<file path="config.mk">
export PLATFORM = sky130hd
export DESIGN_NAME = uart_tx_fifo
export DESIGN_NICKNAME = d
export VERILOG_FILES = /design/src/rtl/rs232_pkg.sv /design/src/rtl/rs232_sync_fifo.sv /design/src/rtl/uart_tx_fifo.sv
export SDC_FILE = /design/constraint.sdc
export NUM_CORES = 1
export LEC_CHECK = 0
export CAP_MARGIN = 10
export CORE_UTILIZATION = 39
export DETAILED_ROUTE_END_ITERATION = 8
export PLACE_DENSITY = 0.64
export SLEW_MARGIN = 20
export SYNTH_ARGS = -nofsm -noshare
export SYNTH_HDL_FRONTEND = slang
export SYNTH_SLANG_ARGS = --single-unit
export TNS_END_PERCENT = 1
</file>
<file path="constraint.sdc">
create_clock -name clock -period 4.2 [get_ports clock]
set_input_delay 1.05 -clock clock [delete_from_list [all_inputs] [get_ports clock]]
set_output_delay 1.05 -clock clock [all_outputs]
set_load 0.01 [all_outputs]
</file>
<file path="src/rtl/rs232_pkg.sv">
// Shared definitions for the RS-232 transmit path: serializer states,
// frame length and the clock-to-bit-period divider calculation.
package rs232_pkg;

  typedef enum logic [1:0] {
    IDLE  = 2'd0,
    START = 2'd1,
    DATA  = 2'd2,
    STOP  = 2'd3
  } tx_state_e;

  // Start bit + 8 data bits + stop bit.
  localparam int FRAME_BITS = 10;

  function automatic int calc_div(input int mhz_v, input int baud_v);
    return (mhz_v * 1_000_000) / baud_v;
  endfunction

endpackage

</file>
<file path="src/rtl/rs232_sync_fifo.sv">
// Byte FIFO feeding the UART serializer. Full/empty come from the registered
// count only, so a write offered while full is dropped even if a pop happens.
module rs232_sync_fifo #(
  parameter int DEPTH = 8
) (
  input  logic                   clock,
  input  logic                   reset,
  input  logic                   wr_en,
  input  logic [7:0]             wr_data,
  input  logic                   rd_en,
  output logic [7:0]             rd_data,
  output logic [$clog2(DEPTH):0] count,
  output logic                   full,
  output logic                   empty
);

  localparam int PW = $clog2(DEPTH);

  logic [7:0]    mem_q [DEPTH];
  logic [PW-1:0] wr_ptr_q;
  logic [PW-1:0] rd_ptr_q;
  logic [PW:0]   count_q;
  logic [PW:0]   count_d;
  logic          push;
  logic          pop;

  assign full    = (count_q == (PW+1)'(DEPTH));
  assign empty   = (count_q == '0);
  assign push    = wr_en && !full;
  assign pop     = rd_en && !empty;
  assign count   = count_q;
  assign rd_data = mem_q[rd_ptr_q];

  always_comb begin
    count_d = count_q;
    if (push && !pop) begin
      count_d = count_q + 1'b1;
    end else if (pop && !push) begin
      count_d = count_q - 1'b1;
    end
  end

  // Pointers wrap naturally because DEPTH is a power of two.
  always_ff @(posedge clock or posedge reset) begin
    if (reset) begin
      wr_ptr_q <= '0;
      rd_ptr_q <= '0;
      count_q  <= '0;
    end else begin
      if (push) wr_ptr_q <= wr_ptr_q + 1'b1;
      if (pop)  rd_ptr_q <= rd_ptr_q + 1'b1;
      count_q <= count_d;
    end
  end

  always_ff @(posedge clock) begin
    if (push) mem_q[wr_ptr_q] <= wr_data;
  end

endmodule

</file>
<file path="src/rtl/uart_tx_fifo.sv">
// Buffered 8N1 UART transmitter: bytes queue in a FIFO and are serialized
// LSB first, back to back with no idle gap while the FIFO has data.
module uart_tx_fifo
  import rs232_pkg::*;
#(
  parameter int baud  = 9600,
  parameter int mhz   = 50,
  parameter int DEPTH = 8
) (
  input  logic                   clock,
  input  logic                   reset,
  input  logic                   tx_vld,
  input  logic [7:0]             transmit_data,
  output logic                   tx_rdy,
  output logic                   RS232_DCE_TXD,
  output logic                   busy,
  output logic [$clog2(DEPTH):0] fifo_count
);

  localparam int                 DIV       = calc_div(mhz, baud);
  localparam int                 CNT_W     = $clog2(DIV + 1);
  localparam logic [CNT_W-1:0]   BAUD_LAST = CNT_W'(DIV - 1);
  localparam logic [2:0]         LAST_BIT  = 3'(FRAME_BITS - 3);

  tx_state_e        state_q;
  logic [CNT_W-1:0] baud_q;
  logic [2:0]       idx_q;
  logic [7:0]       shift_q;
  logic             txd_q;
  logic             busy_q;
  logic             fifo_empty;
  logic             fifo_full;
  logic             bit_end;
  logic             pop_req;
  logic [7:0]       head;

  assign bit_end = (baud_q == BAUD_LAST);
  assign pop_req = (state_q == IDLE) || ((state_q == STOP) && bit_end);

  rs232_sync_fifo #(.DEPTH(DEPTH)) u_fifo (
    .clock   (clock),
    .reset   (reset),
    .wr_en   (tx_vld),
    .wr_data (transmit_data),
    .rd_en   (pop_req),
    .rd_data (head),
    .count   (fifo_count),
    .full    (fifo_full),
    .empty   (fifo_empty)
  );

  assign tx_rdy        = !fifo_full;
  assign RS232_DCE_TXD = txd_q;
  assign busy          = busy_q || !fifo_empty;

  // The line register follows the state one cycle late, which gives the
  // two-edge write-to-start-bit latency and keeps busy aligned to the stop bit.
  always_ff @(posedge clock or posedge reset) begin
    if (reset) begin
      state_q <= IDLE;
      baud_q  <= '0;
      idx_q   <= '0;
      shift_q <= '0;
      txd_q   <= 1'b1;
      busy_q  <= 1'b0;
    end else begin
      busy_q <= (state_q != IDLE) || !fifo_empty;

      case (state_q)
        START:   txd_q <= 1'b0;
        DATA:    txd_q <= shift_q[idx_q];
        default: txd_q <= 1'b1;
      endcase

      if ((state_q == IDLE) || bit_end) begin
        baud_q <= '0;
      end else begin
        baud_q <= baud_q + 1'b1;
      end

      case (state_q)
        IDLE: begin
          if (!fifo_empty) begin
            shift_q <= head;
            state_q <= START;
          end
        end
        START: begin
          if (bit_end) begin
            idx_q   <= '0;
            state_q <= DATA;
          end
        end
        DATA: begin
          if (bit_end) begin
            if (idx_q == LAST_BIT) begin
              state_q <= STOP;
            end else begin
              idx_q <= idx_q + 1'b1;
            end
          end
        end
        STOP: begin
          if (bit_end) begin
            if (!fifo_empty) begin
              shift_q <= head;
              state_q <= START;
            end else begin
              state_q <= IDLE;
            end
          end
        end
      endcase
    end
  end

endmodule

</file>
* Word level (Yosys, flattened, before mapping)
Memories as Yosys holds them, arrays and structs flattened.
Cells that the tools add are included.
** Storage, ports and cells
- Register bits :: 38
- Bits in latches :: 0
- Bits in writable memories :: 64
- Bits in read-only memories :: 0
- Word-level logic and storage cells :: 73
- Memories kept :: 1
** Memories
- u_fifo.mem_q :: depth 8, width 8, read ports 1, clocked after Yosys merged registers in 0, write ports 1, line rs232_sync_fifo.sv:19 : logic [7:0] mem_q [DEPTH];
** Operators by class
- Add/sub/neg operators :: 6
- Multipliers :: 0
- Div/mod/pow operators :: 0
- $lt $le $gt $ge :: 1
- Eq/ne operators :: 12
- Shift operators :: 0
- Mux-type cells :: 22
- Bitwise operators :: 0
- Reductions and logical operators :: 22
** Operators with widths (number)
- $mux W8 :: 2
- $pmux W8 S2 :: 1
- $add A13 B1 Y13 const B :: 1
- $eq A13 B13 Y1 const B :: 1
- $mux W13 :: 1
- $ne A2 B2 Y1 const B :: 6
- $mux W2 :: 5
- $add A3 B1 Y3 const B :: 3
- $mux W3 :: 3
- $mux W4 :: 2
- $pmux W2 S4 :: 1
- $reduce_bool A2 Y1 :: 4
- $pmux W3 S2 :: 1
- $logic_and A1 B1 Y1 :: 5
- $reduce_and A5 Y1 :: 1
- $add A4 B1 Y4 const B :: 1
- $eq A2 B2 Y1 const B :: 2
- $eq A4 B4 Y1 const B :: 1
- $logic_not A1 Y1 :: 4
- $logic_not A4 Y1 :: 1
- $logic_or A1 B1 Y1 :: 4
- $lt A3 B4 Y1 const B :: 1
- $mux W1 :: 4
- $reduce_and A4 Y1 :: 1
- other kinds (7) :: 7

* Longest topological paths before layout
- Depth after elaboration :: 7
- Mapped depth :: 11

* By module
From an unflattened synthesis, not the netlist that was laid out.
** Second synthesis, totals
- Cells, all modules :: 290
- Area total of the unflattened synthesis :: 4619.4 um^2
** By module, submodules not included
- rs232_sync_fifo :: instances 1, cells each 158, area each 3138.0 um^2
- uart_tx_fifo :: instances 1, cells each 132, area each 1481.4 um^2

* Worst setup path after synthesis
No wires, ideal clock.
- Path type :: flip-flop to flip-flop
- Start point :: register u_fifo.count_q[0], in the netlist u_fifo.count[0]
- End point :: register u_fifo.count_q[3], in the netlist u_fifo.count[3]
- Setup time :: 80 ps
- Data arrival time :: 2625 ps
- Data required time :: 4120 ps
- Setup slack :: 1495 ps
- Cell stages (with the launch flop) :: 11
- Buffers on the path :: 0
- Clock period less this slack :: 2705 ps
- Path through :: dfrtp_1 or4b_2 nand2_1 inv_1 ha_1 inv_1 ha_1 a21o_1 a21oi_1 mux2i_1 xnor2_1
** Between the ends
- Longest elaborated chain between the ends :: 6
- Elaborated cells on any way between the ends :: 15
** RTL lines
- start: declaration :: line rs232_sync_fifo.sv:22 : logic [PW:0] count_q;
- start signal: assignment :: line rs232_sync_fifo.sv:52 : count_q <= count_d;
- $eq A4 B4 Y1 (*) :: line rs232_sync_fifo.sv:27 : assign full = (count_q == (PW+1)'(DEPTH));
- $logic_not A1 Y1 (*)
- via tx_rdy :: line uart_tx_fifo.sv:14 : output logic tx_rdy,
- $logic_and A1 B1 Y1 (*) :: line rs232_sync_fifo.sv:29 : assign push = wr_en && !full;
- via u_fifo.push :: line rs232_sync_fifo.sv:24 : logic push;
- $logic_not A1 Y1 :: line rs232_sync_fifo.sv:38 : end else if (pop && !push) begin
- $logic_and A1 B1 Y1 :: line rs232_sync_fifo.sv:38
- $reduce_bool A2 Y1 (no line)
The timed path passes the listed nets; every way through them passes the cells marked *. The select of a mux whose other input is x is not followed.
A chain may end at the register's enable or synchronous reset.

* Worst setup path in the final report
- Start point :: register u_fifo.count_q[0], in the netlist u_fifo.count[0]
- End point :: output tx_rdy
** Between the ends
- Longest elaborated chain between the ends :: 2
** RTL lines
- $eq A4 B4 Y1 :: line rs232_sync_fifo.sv:27
- $logic_not A1 Y1 :: line uart_tx_fifo.sv:52 : assign tx_rdy = !fifo_full;
- end: declaration :: line uart_tx_fifo.sv:14
No other way between the ends.

==> results.md <==
* Status: complete, no violations
* DRT Pass-1 Iters at 4
* Post-Syn Area per Cell at 16.03 um^2
* Post-Syn Instances at 278
* Die Height at 108.9 um
* Max Root-Sink Buffers at 2
* Post-layout util at 0.4631
* Ys async rst share at 0.3725
* Number of synthesized register bits at 102
* Unrepaired setup endpoints after global routing: no
* Worst Max-Slew Pin Slew at 0.8370 ns
* Worst path slowest cell: or4b_2
* Horizontal die dimension at 108.9 um
* Synth top area share at 0.4313
* Min Tclk post-route at 3.095 ns
* CTS tree: done
* Pleak at 1.869 nW
* R2R setup slack at 1.23 ns
* Required time of the critical path at 3.15 ns
* CP Capture Type: output port
* Final HPWL DP at 4871 um
* Die Area at 11860 um^2
* Initial DRC Count at 163
* Hold Crit Class: reg2reg
* Reg2reg path depth at 10
* Vias in the first global route at 2371
* Max Freq at 0.3231 GHz
* Vias per cell at 5.230
* Floorplan row count at 38
* WHS at 0.4608 ns
* CP max FO at 7
* Hold_buf cts at 0
* Final setup viols at 0
* CTS buffer count at 9
* Ports at 18
* Commonest non-fill, non-tap cell in the layout: edfxtp_1
* Netlist Area Pre-Place at 4456 um^2
* Area leader, netlist: edfxtp_1
* Fraction of layout cells with a size suffix above 1 at 0.2175
* Clock latency on the worst-skew pair at 0.35 ns
* Core area at 10980 um^2
* Final wirelength at 7519 um
* Grt ovf at 0
* Clock Tree Root: clkbuf_16
* Largest net degree at the start of global routing at 39
* EDFF count, synth at 64
* Commonest register cell after synthesis: edfxtp_1
* Most frequent cells in the layout: edfxtp_1 (64), dfrtp_1 (36), mux4_2 (18)
* Crit Reg-Reg Startpoint: baud_q[3]
* Routed WL per cell at 16.78 um
* Synth area leaders: edfxtp_1 (43%), dfrtp_1 (21%), mux4_2 (9.1%)
* Area grow syn2layout at 14.15%
* CP Cell Sequence: or4b_2, clkdlybuf4s50_1
* Port Buf Inserts at 17
* Via Count at 2343
* Final hold vios at 0
* Initial Util at 0.4057
* Clock transition at the registers of the reported paths at 0.07 ns
* TNS Setup at 0 ns
* Post-CTS Setup Bufs at 0
* Gr usage total at 0.1444
* Cell variety after synth at 45
* Crit. Startpoint: u_fifo.count[0]
* Maximum vdd ir drop at 355.0 uV
* Warnings, synthesis at 0
* Layout Skew at 0.007001 ns
* Period utilization at 0.7370
* PwrDens at 481.8 nW/um^2
* Slew HR at 0.4399
* Sequential area share after synthesis at 0.6450
* Max Transition Viols Final at 0
* CTS H-tree lvls at 3
* CP Launch Type: flip-flop
* FF-to-FF End: u_fifo.count[3]
* End of the critical path: tx_rdy
* Gpl congestion at 0.7292
* Kind of critical path: reg2out
* First-pass GRT wire length at 12280 um
* # DRC at 0
* Synth Net Count at 302
* Max_cap viols at 0
* Post-CTS sizing at 0
* Clock sink total at 102
* Crit-path max cell delay at 0.72 ns
* Number of diodes at 0
* Initial antenna violation count at 0
* Arr. time, crit path at 2.05 ns
* NumNets Final at 327
* DRT antenna net count at 0
[worst min-delay path by stage]
stage                     startpoint         to  slack, ns  cells after the start
after detailed placement   baud_q[0]  baud_q[0]       0.46                      1
after global routing       baud_q[0]  baud_q[0]       0.49                      1
after floorplan            baud_q[0]  baud_q[0]       0.43                      1
after CTS                  baud_q[0]  baud_q[0]       0.47                      1
after global placement     baud_q[0]  baud_q[0]       0.45                      1
final                      baud_q[0]  baud_q[0]       0.46                      1
[area by class of cell]
class	instances	area (um^2)
clock buffers	9	225.2
clock inverters	7	70.07
fillers	939	5897
inverters	9	33.78
multi-input cells	159	1499
flip-flops and latches	102	2875
well taps	140	175.2
repair buffers	22	207.7
[power by group]
part	switching (W)	internal [W]	total, W
Combinational	0.000182	0.000173	0.000355
Clock	0.000401	0.000424	0.000825
Sequential	0.0000715	0.00120	0.00127
Total	0.000655	0.00180	0.00245
[Yosys cell counts, types with 2 or more instances]
cell,n
mux4_2,18
edfxtp_1,64
dfrtp_1,37
nand3_1,4
a22o_1,3
or3_1,3
a21oi_1,5
xnor2_1,12
inv_1,9
o21ai_0,7
mux2_4,8
buf_6,2
mux2i_1,3
clkbuf_1,4
nor3_1,7
nor4_1,2
nand2b_1,6
nand4_1,3
ha_1,12
mux2_2,11
nand2_1,17
nor2_1,17
xor2_1,2
[state kept, by name, summed over array words and instances (netlist names)]
name             count
RS232_DCE_TXD        1
state_q              2
u_fifo.count         4
u_fifo.rd_ptr_q      3
u_fifo.wr_ptr_q      3
shift_q              8
baud_q              13
busy_q               1
idx_q                3
u_fifo.mem_q        64
[worst max-delay path: cells and delay by family, from the launching register on]
kind / cells / cell delay, ns
DFF: 1 / 0.48
and+or+nand+nor: 1 / 0.72
buffers and inverters: 1 / 0.50
[logic make-up (layout without fill, tap and decap cells)]
family	count (synthesis)	count (layout)	share of synthesized area
mux	40	40	0.1525
compound gates	25	25	0.03791
buf+inv	17	47	0.01853
fa+ha+maj	13	13	0.03819
xor+xnor	14	14	0.02752
flops	102	102	0.6450
simple gates	67	67	0.08032
[per-stage QoR]
stage	setup WS, ns	cell area, um^2	total power, W	std cells
final	1.105	5086	0.002450	448
after global routing	0.9836	5086	0.002558	448
after CTS	1.089	5086	0.002477	448
after detailed placement	1.117	4791	0.001651	432
after global placement	1.153	4790	0.001639	432
after floorplan	1.495	4456	0.001494	278
[layer usage]
layer | part of all wire | routed length, um | GRT usage | up-vias
li1 | - | - | - | 1108
met5 | 0 | 0 | 0 | -
met1 | 0.46 | 3494 | 0.1825 | 1193
met4 | 0.022 | 168 | 0.06853 | 0
met2 | 0.49 | 3665 | 0.2287 | 27
met3 | 0.025 | 191 | 0.04124 | 15
Note: power is estimated with default switching activity, not from simulation.
